### src/rtl/agu_pkg.sv
// Shared types and constants for the 2-D multi-channel address generation unit.
// The channel config struct is sized from the default widths below.
package agu_pkg;

  localparam int DEF_ADDR_WIDTH   = 12;
  localparam int DEF_NUM_CH       = 4;
  localparam int DEF_CNT_WIDTH    = 12;
  localparam int DEF_STRIDE_WIDTH = 4;
  localparam int ADDR_W_FULL      = DEF_ADDR_WIDTH + 2;

  localparam logic [DEF_CNT_WIDTH-1:0] CNT_ZERO = {DEF_CNT_WIDTH{1'b0}};
  localparam logic [DEF_CNT_WIDTH-1:0] CNT_ONE  = {{(DEF_CNT_WIDTH-1){1'b0}}, 1'b1};
  localparam logic [ADDR_W_FULL-1:0]   ADDR_ZERO = {ADDR_W_FULL{1'b0}};

  typedef enum logic {
    IDLE = 1'b0,
    RUN  = 1'b1
  } agu_state_e;

  typedef struct packed {
    logic [ADDR_W_FULL-1:0]      base;
    logic [DEF_STRIDE_WIDTH-1:0] col_stride;
    logic [ADDR_W_FULL-1:0]      row_stride;
    logic [DEF_CNT_WIDTH-1:0]    cols_m1;
    logic [DEF_CNT_WIDTH-1:0]    rows_m1;
    logic                        wrap;
  } agu_cfg_t;

endpackage

### src/rtl/agu_channel.sv
// One address channel: config registers, row/column counters and the IDLE/RUN FSM.
// Per-cycle priority is start > load_en > step.
module agu_channel
  import agu_pkg::*;
(
  input  logic                   clk,
  input  logic                   rstn,
  input  logic                   cfg_we,
  input  agu_cfg_t               cfg_in,
  input  logic                   start,
  input  logic                   step,
  input  logic                   load_en,
  input  logic [ADDR_W_FULL-1:0] load_addr,
  output logic [ADDR_W_FULL-1:0] addr,
  output logic                   busy,
  output logic                   last,
  output logic                   done
);

  agu_state_e               state_r, state_s;
  agu_cfg_t                 cfg_r, cfg_s;
  logic [ADDR_W_FULL-1:0]   addr_r, addr_s;
  logic [ADDR_W_FULL-1:0]   row_base_r, row_base_s;
  logic [DEF_CNT_WIDTH-1:0] col_r, col_s;
  logic [DEF_CNT_WIDTH-1:0] row_r, row_s;
  logic                     done_r, done_s;
  logic                     col_last_s;
  logic                     row_last_s;

  assign col_last_s = (col_r == cfg_r.cols_m1);
  assign row_last_s = (row_r == cfg_r.rows_m1);

  // Next-state, address and counter update for one channel.
  always_comb begin
    state_s    = state_r;
    cfg_s      = cfg_r;
    addr_s     = addr_r;
    row_base_s = row_base_r;
    col_s      = col_r;
    row_s      = row_r;
    done_s     = 1'b0;

    if (start) begin
      addr_s     = cfg_r.base;
      row_base_s = cfg_r.base;
      col_s      = CNT_ZERO;
      row_s      = CNT_ZERO;
      state_s    = RUN;
    end else if (load_en) begin
      addr_s = load_addr;
    end else if (step && (state_r == RUN)) begin
      if (!col_last_s) begin
        addr_s = addr_r + {{(ADDR_W_FULL-DEF_STRIDE_WIDTH){1'b0}}, cfg_r.col_stride};
        col_s  = col_r + CNT_ONE;
      end else if (!row_last_s) begin
        row_base_s = row_base_r + cfg_r.row_stride;
        addr_s     = row_base_r + cfg_r.row_stride;
        col_s      = CNT_ZERO;
        row_s      = row_r + CNT_ONE;
      end else begin
        done_s = 1'b1;
        if (cfg_r.wrap) begin
          addr_s     = cfg_r.base;
          row_base_s = cfg_r.base;
          col_s      = CNT_ZERO;
          row_s      = CNT_ZERO;
        end else begin
          state_s = IDLE;
        end
      end
    end else begin
      state_s = state_r;
    end

    // Config may only change while the channel is parked.
    if (cfg_we && (state_r == IDLE) && !start) begin
      cfg_s = cfg_in;
    end else begin
      cfg_s = cfg_r;
    end
  end

  // Channel state registers.
  always_ff @(posedge clk or negedge rstn) begin
    if (!rstn) begin
      state_r    <= IDLE;
      cfg_r      <= '0;
      addr_r     <= ADDR_ZERO;
      row_base_r <= ADDR_ZERO;
      col_r      <= CNT_ZERO;
      row_r      <= CNT_ZERO;
      done_r     <= 1'b0;
    end else begin
      state_r    <= state_s;
      cfg_r      <= cfg_s;
      addr_r     <= addr_s;
      row_base_r <= row_base_s;
      col_r      <= col_s;
      row_r      <= row_s;
      done_r     <= done_s;
    end
  end

  assign addr = addr_r;
  assign busy = (state_r == RUN);
  assign last = (state_r == RUN) && col_last_s && row_last_s;
  assign done = done_r;

endmodule

### src/rtl/agu_2d_multich.sv
// Multi-channel 2-D address generator: NUM_CH independent channels sharing the
// config/load buses; addresses packed with channel i at [i*(AW+2) +: AW+2].
module agu_2d_multich
  import agu_pkg::*;
#(
  parameter int ADDR_WIDTH   = DEF_ADDR_WIDTH,
  parameter int NUM_CH       = DEF_NUM_CH,
  parameter int CNT_WIDTH    = DEF_CNT_WIDTH,
  parameter int STRIDE_WIDTH = DEF_STRIDE_WIDTH
) (
  input  logic                             clk,
  input  logic                             rstn,
  input  logic [NUM_CH-1:0]                cfg_we,
  input  logic [ADDR_WIDTH+1:0]            cfg_base,
  input  logic [STRIDE_WIDTH-1:0]          cfg_col_stride,
  input  logic [ADDR_WIDTH+1:0]            cfg_row_stride,
  input  logic [CNT_WIDTH-1:0]             cfg_cols_m1,
  input  logic [CNT_WIDTH-1:0]             cfg_rows_m1,
  input  logic                             cfg_wrap,
  input  logic [NUM_CH-1:0]                start,
  input  logic [NUM_CH-1:0]                step,
  input  logic [NUM_CH-1:0]                load_en,
  input  logic [ADDR_WIDTH+1:0]            load_addr,
  output logic [NUM_CH*(ADDR_WIDTH+2)-1:0] addr,
  output logic [NUM_CH-1:0]                busy,
  output logic [NUM_CH-1:0]                last,
  output logic [NUM_CH-1:0]                done
);

  agu_cfg_t cfg_bus_s;

  assign cfg_bus_s.base       = cfg_base;
  assign cfg_bus_s.col_stride = cfg_col_stride;
  assign cfg_bus_s.row_stride = cfg_row_stride;
  assign cfg_bus_s.cols_m1    = cfg_cols_m1;
  assign cfg_bus_s.rows_m1    = cfg_rows_m1;
  assign cfg_bus_s.wrap       = cfg_wrap;

  for (genvar i = 0; i < NUM_CH; i++) begin : g_ch
    agu_channel u_ch (
      .clk       (clk),
      .rstn      (rstn),
      .cfg_we    (cfg_we[i]),
      .cfg_in    (cfg_bus_s),
      .start     (start[i]),
      .step      (step[i]),
      .load_en   (load_en[i]),
      .load_addr (load_addr),
      .addr      (addr[i*(ADDR_WIDTH+2) +: (ADDR_WIDTH+2)]),
      .busy      (busy[i]),
      .last      (last[i]),
      .done      (done[i])
    );
  end

endmodule

### config.mk
export PLATFORM = sky130hd
export DESIGN_NAME = agu_2d_multich
export DESIGN_NICKNAME = d
export VERILOG_FILES = /design/src/rtl/agu_pkg.sv /design/src/rtl/agu_channel.sv /design/src/rtl/agu_2d_multich.sv
export SDC_FILE = /design/constraint.sdc
export NUM_CORES = 1
export LEC_CHECK = 0
export BUFFER_PORTS_ARGS = -buffer_cell sky130_fd_sc_hd__buf_2
export CORE_MARGIN = 1.5
export CORE_UTILIZATION = 60
export DETAILED_ROUTE_END_ITERATION = 8
export HOLD_SLACK_MARGIN = 0.08
export PLACE_DENSITY = 0.79
export SLEW_MARGIN = 20
export SYNTH_ARGS = -nofsm -noshare
export SYNTH_HDL_FRONTEND = slang
export SYNTH_SLANG_ARGS = --single-unit
export TNS_END_PERCENT = 50
### constraint.sdc
create_clock -name clk -period 3.67 [get_ports clk]
set_input_delay 0.1835 -clock clk [delete_from_list [all_inputs] [get_ports clk]]
set_output_delay 0.1835 -clock clk [all_outputs]
set_load 0.005 [all_outputs]
[After elaboration in Yosys (flattened, before gate mapping)]
Cells that the tools add are included.
Widths: inputs -> output; s select.
Operators by class
  $add $sub $neg: 16
  equal/unequal tests: 28
  mux-type cells: 128
  bitwise gates (word level): 4
  reductions and logical operators: 56
Operators by type and width (count)
  $mux 14: 40
  $mux 12: 44
  $add 12x1->12 const B: 8
  $eq 12x12->1: 8
  $add 14x14->14: 4
  $add 14x4->14: 4
  $mux 1: 44
  $reduce_bool 2->1: 12
  $logic_and 1x1->1: 20
  $ne 5x4->1 const B: 4
  $reduce_and 5->1: 4
  $ne 2x2->1 const B: 8
  $ne 4x3->1 const B: 4
  $reduce_and 4->1: 4
  $ne 3x2->1 const B: 4
  $reduce_and 3->1: 4
  $reduce_bool 3->1: 4
  $reduce_and 2->1: 4
  $logic_not 1->1: 4
  $not 1->1: 4
Word-level totals
  bits in registers: 444
  input bits: 89
  output and inout bits: 68

[Longest topological paths before layout]
Gate-level depths: netlist of run 1.
  word-level depth: 6
  mapped depth: 11
  mapped depth without buffers: 10

[Modules after synthesis]
Synthesis of run 1 repeated with hierarchy kept, for this count alone.
Second synthesis, totals
  cells, all modules: 2461
  area, all modules: 25440.6 µm²
Modules (own cells, without submodules)
  agu_channel (g_ch[0].u_ch): times used 1, cells each 620, area an instance 6387.4 µm², seq. area each 2777.7 µm²
  agu_channel (g_ch[2].u_ch): times used 1, cells each 608, area an instance 6382.4 µm², seq. area each 2777.7 µm²
  agu_channel (g_ch[1].u_ch): times used 1, cells each 621, area an instance 6364.9 µm², seq. area each 2777.7 µm²
  agu_channel (g_ch[3].u_ch): times used 1, cells each 612, area an instance 6306.0 µm², seq. area each 2777.7 µm²

[Worst setup path after synthesis of run 1]
Ideal clock, no wire load.
  path type: register to register
  from: register g_ch[3].u_ch.row_base_r[0]
  to: register g_ch[3].u_ch.addr_r[8]
  arrival time: 2.467 ns
  data required time: 3.533 ns
  setup slack: 1.065 ns
  stages on the path, launching flop included: 10
  cells stage by stage: dfrtp_1 ha_1 fa_1 a21oi_1 o2111ai_1 o31ai_1 xnor2_1 mux2_2 a2111oi_0 nor3_1
Between the ends
  cells in the longest elaborated chain, start to end: 6
Ends and longest elaborated chain
  start: declaration: line agu_channel.sv:23  | logic [ADDR_W_FULL-1:0] row_base_r, row_base_s;
  start signal: assignment: line agu_channel.sv:97  | row_base_r <= row_base_s;
  $add 14x14->14: line agu_channel.sv:57  | addr_s = row_base_r + cfg_r.row_stride;
  $mux 14: line agu_channel.sv:55  | end else if (!row_last_s) begin
  $mux 14: line agu_channel.sv:52  | if (!col_last_s) begin
  $mux 14: line agu_channel.sv:51  | end else if (step && (state_r == RUN)) begin
  $mux 14: line agu_channel.sv:49  | end else if (load_en) begin
  $mux 14: line agu_channel.sv:43  | if (start) begin
  end signal: assignment: line agu_channel.sv:96  | addr_r <= addr_s;
  end: declaration: line agu_channel.sv:22  | logic [ADDR_W_FULL-1:0] addr_r, addr_s;
No other way between the ends. The select of a mux whose other input is x is not followed.
A chain may end at the register's enable or synchronous reset.

[Worst setup path after layout of run 1]
  from: register g_ch[0].u_ch.row_base_r[0]
  to: register g_ch[0].u_ch.addr_r[12]
Between the ends
  cells in the longest elaborated chain, start to end: 6
Ends and longest elaborated chain (line)
  start: declaration: agu_channel.sv:23
  start signal: assignment: agu_channel.sv:97
  $add 14x14->14: agu_channel.sv:57
  $mux 14: agu_channel.sv:55
  $mux 14: agu_channel.sv:52
  $mux 14: agu_channel.sv:51
  $mux 14: agu_channel.sv:49
  $mux 14: agu_channel.sv:43
  end signal: assignment: agu_channel.sv:96
  end: declaration: agu_channel.sv:22
No other way between the ends. The select of a mux whose other input is x is not followed.

==> Implementation_results.wiki, run 1 <==
{| class="wikitable"
! Metric !! Value
|-
| Detailed-route vias per instance || around 6.5
|-
| Clock skew || slightly below 0.02 ns
|-
| Max Buffers Root-to-Sink || 3
|-
| Final HPWL from detailed placement || ~54 mm
|-
| Maximum number of pins on one net before global-route repair || between 90 and 100
|-
| Number of buffers created by CTS || 48
|-
| Area share of the leading cell type in the synthesized netlist || about 45%
|-
| Hold wc startpoint || cfg_base[6]
|-
| Post-route ant nets || 0
|-
| CP Data Arrival Time || about 3.8 ns
|-
| # Max-Cap Violations || 0
|-
| Count of input and output buffers || between 150 and 200
|-
| Wire length of the first global-routing pass || 117 mm
|-
| Antenna Diode Count || 0
|-
| Hold Crit Class || in2reg
|-
| Post-synth EDFFs || 0
|-
| FMAX || 0.299 GHz
|-
| Summed negative setup slack over all endpoints || 0 ns
|-
| Total of warnings raised by yosys || 0
|-
| Die Ht || a little over 200 um
|-
| Post-cts gate resize count || 0
|-
| Reg-to-reg setup timing slack || 0.32 ns
|-
| # fillers || about 3000
|-
| GPL Wtd Cong || approximately 0.95
|-
| Clock H-tree levels || 2
|-
| Total core area || just over 40000 um^2
|-
| Leakage power || approximately 0.014 uW
|-
| Leading post-synthesis cells by cell area || sky130_fd_sc_hd__dfrtp_1, sky130_fd_sc_hd__mux2_2, sky130_fd_sc_hd__xor2_1
|-
| Number of vias after detailed routing || between 20000 and 25000
|-
| Die span in x || around 210 um
|-
| Setup crit start kind || flop
|-
| Area of all placed cells without fillers || ~29000 um^2
|-
| Worst slew slack as a fraction of its limit || 35.6%
|-
| Crit Path Class || reg2reg
|-
| Outcome || complete, no violations
|-
| End of the worst register-to-register path || g_ch[0].u_ch.addr[12]
|-
| Die outline area || about 43000 um^2
|-
| Number of register bits inferred by synthesis || 444
|-
| Worst-case vdd ir drop || 0.429 mV
|-
| Antenna violations before repair || 9
|-
| Share of post-route cells with drive strength above 1 || 20.1%
|-
| Tightest Pin Transition || 0.942 ns
|-
| Latest clock arrival within the worst-skew pair || ~0.6 ns
|-
| Number of placed cells counting well taps || 3105
|-
| Highest-count cells in the layout ignoring fill and taps || sky130_fd_sc_hd__dfrtp_1, sky130_fd_sc_hd__mux2_2, sky130_fd_sc_hd__nand2_1
|-
| Final hold violations || 0
|-
| Initial Util || approximately three fifths
|-
| Maximum net fanout on the critical path || 3
|-
| Count of TritonRoute iterations in the first routing pass || 7
|-
| Placement Rows || 74
|-
| Number of nets in the synthesized netlist || approximately 2700
|-
| Number of unique standard cell types used by synthesis || 77
|-
| Post-synthesis instance area || 25000 um^2
|-
| Sink of the worst hold path || g_ch[1].u_ch.cfg_r[49]
|-
| Initial detailed-routing violation count || between 1500 and 2000
|-
| Hold path depth || 2
|-
| Reg clk slew, reported paths || about 0.060 ns
|-
| Async set or reset register ratio after synthesis || 100%
|-
| Unrepaired setup endpoints after global routing || false
|-
| Nets || 2862
|-
| IO Count || around 160
|-
| Final routed DRC violation total || 0
|-
| Reg-to-reg critical path startpoint || g_ch[0].u_ch.row_base_r[0]
|-
| R2R cell count || 10
|-
| Power density cells || slightly below 600 nW/um^2
|-
| Routed length per placed instance || ~23 um
|-
| Post-route minimum period || roughly 3.3 ns
|-
| Clock tree from TritonCTS || built
|-
| Most common library cell in the layout ignoring fill and taps || sky130_fd_sc_hd__dfrtp_1
|-
| Area growth, synth to finish || 14.8%
|-
| Setup Viol. Count Final || 0
|-
| Primary FF master, synth || sky130_fd_sc_hd__dfrtp_1
|-
| Number of pins with negative max-slew slack in the final report || 0
|-
| TritonCTS Sinks || ~440
|-
| Number of cells in the finished layout apart from fillers || between 3000 and 4000
|-
| Instance area at placement || between 20000 and 30000 um^2
|-
| Vias in the first global route || a little over 20000
|-
| Data required time at the worst endpoint || a little over 4 ns
|-
| Gate Count Post-Synth || around 2500
|-
| Root buf cell || sky130_fd_sc_hd__clkbuf_16
|-
| Cell type contributing the most total cell area after synthesis || sky130_fd_sc_hd__dfrtp_1
|-
| Total global routing overflow || 0
|-
| All-layer global routing usage || between 30% and 40%
|-
| Period utilisation layout || a little over 90%
|-
| Register area share after synthesis || between 40 and 50%
|-
| Final routed wirelength across all metal layers || 76.6 mm
|-
| Post-synthesis area per instance || approximately 10 um^2
|-
| Nature of the critical path endpoint || flop
|}
==> per-stage QoR <==
step           utilization (%)  power (uW)  hold WS (ns)  setup slack (ns)
4_1_cts                   70.0       16700        0.0831             0.405
6_report                  70.0       16800         0.110             0.321
2_1_floorplan                -        9900        -0.112              1.07
3_5_place_dp              64.3       11500         0.284             0.636
3_3_place_gp              64.3       11300         0.280             0.677
5_1_grt                   70.0       17600        0.0884             0.170
==> power breakdown <==
part | leakage [uW] | internal [uW] | switching [uW]
registers | 0.00578 | 5710 | 772
logic | 0.00694 | 2240 | 2860
clock network | 0.000815 | 3120 | 2080
total | 0.0135 | 11100 | 5710
==> critical path, stage by stage, from the launching register on <==
cell and delay [ns]:
sky130_fd_sc_hd__dfrtp_1 0.39, sky130_fd_sc_hd__ha_1 0.23, sky130_fd_sc_hd__fa_1 0.41, sky130_fd_sc_hd__a21oi_1 0.15, sky130_fd_sc_hd__o21bai_1 0.16, sky130_fd_sc_hd__a2111oi_0 0.89
sky130_fd_sc_hd__o22ai_1 0.30, sky130_fd_sc_hd__nor4_1 0.25, sky130_fd_sc_hd__nor3_1 0.11, sky130_fd_sc_hd__xnor2_1 0.22, sky130_fd_sc_hd__o21ai_0 0.12
==> final cells by class <==
cell class / count / area, um^2 / area share (%)
well taps: 532 / 666 / 2.32
inverters: 38 / 143 / 0.498
multi-input cells: 1887 / 13200 / 46.0
clock buffers: 71 / 1430 / 4.99
clock inverters: 17 / 253 / 0.882
repair buffers: 270 / 1870 / 6.54
flip-flops and latches: 444 / 11100 / 38.8
==> synth_stat cells (20+ instances only) <==
| cell type | n |
|---|---|
| sky130_fd_sc_hd__nand4_1 | 37 |
| sky130_fd_sc_hd__xnor2_1 | 98 |
| sky130_fd_sc_hd__xor2_1 | 131 |
| sky130_fd_sc_hd__buf_2 | 20 |
| sky130_fd_sc_hd__nand2_1 | 233 |
| sky130_fd_sc_hd__mux2_2 | 236 |
| sky130_fd_sc_hd__nor3_1 | 31 |
| sky130_fd_sc_hd__nor2_1 | 224 |
| sky130_fd_sc_hd__o21ai_0 | 179 |
| sky130_fd_sc_hd__a31oi_1 | 32 |
| sky130_fd_sc_hd__a21oi_1 | 113 |
| sky130_fd_sc_hd__a211oi_1 | 47 |
| sky130_fd_sc_hd__mux2i_1 | 26 |
| sky130_fd_sc_hd__ha_1 | 76 |
| sky130_fd_sc_hd__dfrtp_1 | 444 |
| sky130_fd_sc_hd__nor4_1 | 29 |
| sky130_fd_sc_hd__nand3_1 | 65 |
| sky130_fd_sc_hd__a221oi_1 | 20 |
| sky130_fd_sc_hd__and3_1 | 54 |
| sky130_fd_sc_hd__clkbuf_1 | 80 |
| sky130_fd_sc_hd__inv_1 | 35 |
| sky130_fd_sc_hd__a21o_1 | 32 |
==> logic make-up (layout without fill, tap and decap cells) <==
logic type	after synthesis	in the layout	share of synthesized area, %
AO/OA/AOI/OAI	565	565	14.5
XOR/XNOR	230	230	8.13
adder cells (fa/ha/maj)	84	84	4.45
buffers and inverters	165	396	2.76
flip-flops	444	444	44.5
multiplexers	262	262	11.7
AND/OR/NAND/NOR	746	746	14.0
==> how the worst max path moves through the flow <==
stage	startpoint	to	slack (ns)	cells after the start
2_1_floorplan	g_ch[3].u_ch.row_base_r[0]	g_ch[3].u_ch.addr[8]	1.07	9
3_3_place_gp	g_ch[0].u_ch.row_base_r[0]	g_ch[0].u_ch.addr[12]	0.68	10
3_5_place_dp	g_ch[0].u_ch.row_base_r[0]	g_ch[0].u_ch.addr[12]	0.64	10
4_1_cts	g_ch[0].u_ch.row_base_r[0]	g_ch[0].u_ch.addr[12]	0.41	10
5_1_grt	g_ch[0].u_ch.row_base_r[0]	g_ch[0].u_ch.addr[12]	0.17	10
6_report	g_ch[0].u_ch.row_base_r[0]	g_ch[0].u_ch.addr[12]	0.32	10
==> sequential cells by signal, indices dropped and copies added (netlist names) <==
name                  count
g_ch.u_ch.addr           56
g_ch.u_ch.done            4
g_ch.u_ch.col_r          48
g_ch.u_ch.row_r          48
g_ch.u_ch.cfg_r         228
g_ch.u_ch.row_base_r     56
g_ch.u_ch.busy            4
==> metal layers <==
| metal | global-route usage [%] | vias up | wire length (um) |
|---|---|---|---|
| li1 | - | 9377 | - |
| met1 | 46.3 | 10400 | 29700 |
| met2 | 57.6 | 1001 | 35500 |
| met3 | 7.13 | 265 | 6820 |
| met4 | 21.2 | 4 | 4630 |
| met5 | 0 | - | 24 |
==> what timing repair did <==
item | CTS | global route
hold endpoints to repair | 313 | 0
buffers inserted | 0 | 0
hold buffers | 66 | 0
endpoints found under the setup margin | 0 | 0
Power figures use the tool's default switching activity.
==> inputs of run 2 (changes only) <==
- CORE_UTILIZATION: 60 -> 50
- PLACE_DENSITY: 0.79 -> 0.68
==> Implementation_results.wiki, run 2 (synthesis gave the netlist of run 1 again) <==
{| class="wikitable"
! Metric !! Value
|-
| GR met1 Demand/Resource || between 40% and 50%
|-
| Hold Crit Class || in2reg
|-
| Most common library cell in the layout ignoring fill and taps || sky130_fd_sc_hd__dfrtp_1
|-
| TritonCTS Sinks || 444
|-
| Final HPWL from detailed placement || 54.7 mm
|-
| Worst slew slack as a fraction of its limit || about a third
|-
| Final hold violations || 0
|-
| Flip-flop count of the largest register after layout || about 230
|-
| Number of cells in the finished layout apart from fillers || 3393
|-
| Nature of the critical path endpoint || output port
|-
| Setup crit start kind || flop
|-
| Root buf cell || sky130_fd_sc_hd__clkbuf_16
|-
| Worst-case vdd ir drop || between 0.3 and 0.4 mV
|-
| CP Data Arrival Time || approximately 3.2 ns
|-
| Outcome || complete, no violations
|-
| Maximum number of pins on one net before global-route repair || approximately 80
|-
| All-layer global routing usage || a little under a third
|-
| Peak-usage layer in the global routing report || met2
|-
| Post-route ant nets || 0
|-
| # Max-Cap Violations || 0
|-
| # fillers || around 4200
|-
| IO Count || approximately 160
|-
| Nets || 2861
|-
| Summed negative setup slack over all endpoints || 0 ns
|-
| Highest-count cells in the layout ignoring fill and taps || sky130_fd_sc_hd__dfrtp_1, sky130_fd_sc_hd__mux2_2, sky130_fd_sc_hd__nand2_1
|-
| Max Buffers Root-to-Sink || 3
|-
| Clock skew || 0.0360 ns
|-
| Die outline area || slightly above 50000 um^2
|-
| Grt met3 use || ~5.6%
|-
| Vias in the first global route || approximately 20000
|-
| Unrepaired setup endpoints after global routing || false
|-
| Count of input and output buffers || 156
|-
| Fraction of met2 tracks used by global routing || approximately 48%
|-
| Clock tree from TritonCTS || built
|-
| Clock H-tree levels || 2
|-
| Post-route minimum period || 3.39 ns
|-
| FMAX || 0.295 GHz
|-
| Most flops, register || g_ch.u_ch.cfg_r
|-
| Total core area || 49100 um^2
|-
| Maximum net fanout on the critical path || 13
|-
| Initial detailed-routing violation count || just over 2000
|-
| Count of TritonRoute iterations in the first routing pass || 6
|-
| Period utilisation layout || between 90% and 100%
|-
| Number of vias after detailed routing || about 20000
|-
| Final routed wirelength across all metal layers || slightly below 80 mm
|-
| Routed length per placed instance || ~23 um
|-
| GPL Wtd Cong || 0.957
|-
| Detailed-route vias per instance || just over 6
|-
| Final routed DRC violation total || 0
|-
| Area of the multi-input gates || about 13000 um^2
|-
| Tightest Pin Transition || 1.03 ns
|-
| Number of placed cells counting well taps || 3237
|-
| Leakage power || 0.0136 uW
|-
| Min Hold Slack || roughly 0.087 ns
|-
| Wire length of the first global-routing pass || approximately 120 mm
|-
| Total global routing overflow || 0
|-
| Number of pins with negative max-slew slack in the final report || 0
|-
| Antenna violations before repair || 7
|-
| Initial Util || between 50% and 60%
|-
| Setup repair bufs after CTS || 0
|-
| Setup Viol. Count Final || 0
|-
| Latest clock arrival within the worst-skew pair || slightly above 0.6 ns
|-
| Power density cells || between 500 and 600 nW/um^2
|-
| Data required time at the worst endpoint || ~3.5 ns
|-
| Share of post-route cells with drive strength above 1 || 20.4%
|-
| Number of buffers created by CTS || 50
|-
| Register Area || roughly 11000 um^2
|-
| PnR Total Power || between 15000 and 20000 uW
|-
| Reg clk slew, reported paths || 0.06 ns
|-
| Die span in x || about 230 um
|-
| Placement Rows || 81
|-
| Die Ht || roughly 230 um
|-
| Area growth, synth to finish || 15.8%
|-
| Crit Path Class || reg2out
|}
-- run 2: cell count changes in the layout (fill, tap and decap cells not counted), sizes merged --
cell,previous run,this run
diode,0,4
clkinvlp,4,2
dlygate4sd3,66,63
clkbuf,71,70
clkinv,9,13
-- run 2: power breakdown --
part	total [uW]	leakage, uW	switching, uW	internal [uW]
Combinational	5070	0.00694	2830	2240
Clock	5340	0.000869	2100	3240
Sequential	6490	0.00577	779	5720
-- run 2: worst max-delay path, cell delays in order, from the launching register on --
cell                       delay, ns
sky130_fd_sc_hd__dfrtp_1        0.48
sky130_fd_sc_hd__xor2_1         0.21
sky130_fd_sc_hd__nor4_1         0.48
sky130_fd_sc_hd__nand3_1        0.55
sky130_fd_sc_hd__buf_4          0.38
sky130_fd_sc_hd__nand2b_1       0.24
sky130_fd_sc_hd__nor2_1         0.13
sky130_fd_sc_hd__buf_2          0.13
-- run 2: path summary, 6_finish.rpt --
kind / depth (start not counted) / end / from / slack, ns
setup / recovery: 7 / last[1] / g_ch[1].u_ch.row_r[6] / 0.28
hold / removal: 3 / g_ch[3].u_ch.addr[0] / load_addr[0] / 0.09
setup reg to reg: 10 / g_ch[0].u_ch.row_base_r[12] / g_ch[0].u_ch.row_base_r[0] / 0.60
hold reg to reg: 2 / g_ch[3].u_ch.row_base_r[6] / g_ch[3].u_ch.row_base_r[6] / 0.49
max in group asynchronous: 3 / g_ch[1].u_ch.cfg_r[38] / rstn / 2.31
min in group asynchronous: 2 / g_ch[3].u_ch.cfg_r[47] / rstn / 0.16
-- run 2: through the flow --
| step | util, % | cell area (um^2) | setup slack [ns] |
|---|---|---|---|
| floorplan | - | 25000 | 1.07 |
| global placement | 54.0 | 26500 | 0.648 |
| detailed placement | 54.0 | 26500 | 0.628 |
| CTS | 58.9 | 28900 | 0.267 |
| global route | 58.9 | 28900 | 0.00359 |
| finish | 58.9 | 28900 | 0.277 |
-- run 2: area by class of cell --
class                           count  area share [%]
Tap cell                          664            2.88
Antenna cell                        4          0.0346
Clock inverter                     19           0.957
Clock buffer                       70            5.15
Sequential cell                   444            38.4
Multi-Input combinational cell   1887            45.6
Timing Repair Buffer              267            6.47
Inverter                           38           0.494
-- run 2: timing repair --
item                                    4_1_cts  5_1_grt
endpoints found under the setup margin        0        0
resized for setup                             0        0
hold buffers                                 62        1
hold endpoints to repair                    356        1
-- run 2: routing by layer --
layer	wire length, um	vias to the layer above
met5	12	-
met4	3420	2
met1	32600	10200
met2	35300	727
li1	-	9403
met3	5530	172
==> inputs of run 3 (changes only) <==
- CELL_PAD_IN_SITES_DETAIL_PLACEMENT: not set -> 1
- CELL_PAD_IN_SITES_GLOBAL_PLACEMENT: not set -> 2
- CORE_UTILIZATION: 50 -> 40
- PLACE_DENSITY: 0.68 -> not set
- PLACE_DENSITY_LB_ADDON: not set -> 0.1
==> Implementation_results.wiki, run 3 (synthesis gave the netlist of run 1 again) <==
{| class="wikitable"
! Metric !! Value
|-
| Crit Path Class || reg2reg
|-
| Count of TritonRoute iterations in the first routing pass || 5
|-
| Maximum number of pins on one net before global-route repair || 100
|-
| Maximum net fanout on the critical path || 3
|-
| Register Area || 11100 um^2
|-
| Die Ht || roughly 250 um
|-
| Clock H-tree levels || 2
|-
| Wire length of the first global-routing pass || ~140 mm
|-
| Post-route minimum period || 3.27 ns
|-
| Count of input and output buffers || 156
|-
| Worst-case vdd ir drop || roughly 0.35 mV
|-
| Nature of the critical path endpoint || flop
|-
| Latest clock arrival within the worst-skew pair || around 0.62 ns
|-
| TritonCTS Sinks || 444
|-
| Antenna violations before repair || 22
|-
| Total core area || a little over 60000 um^2
|-
| Unrepaired setup endpoints after global routing || false
|-
| Detailed-route vias per instance || between 5 and 6
|-
| Place WS || 0.597 ns
|-
| Root buf cell || sky130_fd_sc_hd__clkbuf_16
|-
| Hold Crit Class || in2reg
|-
| Most common library cell in the layout ignoring fill and taps || sky130_fd_sc_hd__dfrtp_1
|-
| Leakage power || around 0.014 uW
|-
| Post-route ant nets || 0
|-
| Routed length per placed instance || around 26 um
|-
| Area of the multi-input gates || roughly 13000 um^2
|-
| Initial detailed-routing violation count || around 1400
|-
| Most flops, register || g_ch.u_ch.cfg_r
|-
| Outcome || complete, no violations
|-
| Period utilisation layout || ~90%
|-
| IO Count || about 160
|-
| Power density cells || between 500 and 600 nW/um^2
|-
| All-layer global routing usage || 28.8%
|-
| Final HPWL from detailed placement || approximately 65 mm
|-
| # Max-Cap Violations || 0
|-
| Number of vias after detailed routing || 20700
|-
| Post-cts gate resize count || 0
|-
| CP Data Arrival Time || 3.74 ns
|-
| Final hold violations || 0
|-
| Summed negative setup slack over all endpoints || 0 ns
|-
| Number of pins with negative max-slew slack in the final report || 0
|-
| Flip-flop count of the largest register after layout || around 230
|-
| # fillers || approximately 6900
|-
| Initial Util || 40.4%
|-
| Placement Rows || 91
|-
| GPL Wtd Cong || slightly below 0.9
|-
| Final routed DRC violation total || 0
|-
| Cts-stage hold buffer count || 61
|-
| Reg clk slew, reported paths || ~0.06 ns
|-
| Tightest Pin Transition || 1.09 ns
|-
| Worst path setup slack after routing || 0.398 ns
|-
| Nets || between 2000 and 3000
|-
| Setup Viol. Count Final || 0
|-
| Final routed wirelength across all metal layers || roughly 90 mm
|-
| Max Buffers Root-to-Sink || 3
|-
| Share of post-route cells with drive strength above 1 || roughly a fifth
|-
| FMAX || a little over 0.3 GHz
|-
| Die span in x || ~250 um
|-
| Number of buffers created by CTS || 54
|-
| Area growth, synth to finish || 17.3%
|-
| Setup repair bufs after CTS || 0
|-
| Die outline area || 63900 um^2
|-
| Data required time at the worst endpoint || ~4.1 ns
|-
| Highest-count cells in the layout ignoring fill and taps || sky130_fd_sc_hd__dfrtp_1, sky130_fd_sc_hd__mux2_2, sky130_fd_sc_hd__nand2_1
|-
| Setup crit start kind || flop
|-
| Clock tree from TritonCTS || built
|-
| Worst slew slack as a fraction of its limit || 27.1%
|-
| Vias in the first global route || ~22000
|-
| Clock skew || about 0.031 ns
|-
| Total global routing overflow || 0
|}
==> run 3: final timing paths <==
| path | startpoint | end | slack [ns] | depth (start not counted) |
|---|---|---|---|---|
| hold / removal | load_addr[11] | g_ch[3].u_ch.addr[11] | 0.13 | 3 |
| setup / recovery | g_ch[0].u_ch.row_base_r[0] | g_ch[0].u_ch.row_base_r[12] | 0.40 | 10 |
| hold reg to reg | g_ch[1].u_ch.row_base_r[7] | g_ch[1].u_ch.row_base_r[7] | 0.49 | 1 |
| min in group asynchronous | rstn | g_ch[1].u_ch.addr[8] | 0.18 | 2 |
| setup reg to reg | g_ch[0].u_ch.row_base_r[0] | g_ch[0].u_ch.row_base_r[12] | 0.40 | 10 |
| max in group asynchronous | rstn | g_ch[3].u_ch.cfg_r[2] | 2.33 | 3 |
==> run 3: layer usage <==
metal  routed length [um]  GRT usage [%]  share of wire (%)  up-vias
li1                     -              -                  -     9399
met1                39800           38.1                 43    10600
met2                42400           46.3                 46      510
met3                 5400           5.53                5.9      167
met4                 4190           12.0                4.6        0
met5                    0              0                  0        -
==> run 3: layout make-up <==
| class | instances | share of cell area (%) |
|---|---|---|
| inverter | 38 | 0.487 |
| clock buffer | 74 | 5.29 |
| multi-input combinational | 1887 | 45.0 |
| tap | 837 | 3.58 |
| sequential | 444 | 37.9 |
| antenna | 7 | 0.0598 |
| timing repair buffer | 273 | 6.49 |
| clock inverter | 26 | 1.18 |
==> run 3: critical path, stage by stage (launching register included) <==
cell	delay, ns
sky130_fd_sc_hd__dfrtp_1	0.38
sky130_fd_sc_hd__ha_1	0.23
sky130_fd_sc_hd__fa_1	0.41
sky130_fd_sc_hd__a21oi_1	0.17
sky130_fd_sc_hd__o21bai_1	0.15
sky130_fd_sc_hd__a2111oi_0	0.81
sky130_fd_sc_hd__o22ai_1	0.26
sky130_fd_sc_hd__nor4_1	0.26
sky130_fd_sc_hd__nor3_1	0.12
sky130_fd_sc_hd__xnor2_1	0.21
sky130_fd_sc_hd__o211ai_1	0.11
==> run 3: metrics by stage <==
stage	hold WS, ns	instance area [um^2]	instances	util, %	total power, uW
floorplan	-0.112	25000	2496	-	9900
global placement	0.313	26700	3416	43.3	11600
detailed placement	0.318	26700	3416	43.3	11800
CTS	0.0864	29200	3577	47.4	17700
global route	0.107	29300	3579	47.4	18500
finish	0.128	29300	3586	47.5	17500
==> run 3: report_power, final <==
group | internal (uW) | switching [uW]
registers | 5720 | 811
logic | 2250 | 2980
clock network | 3500 | 2260
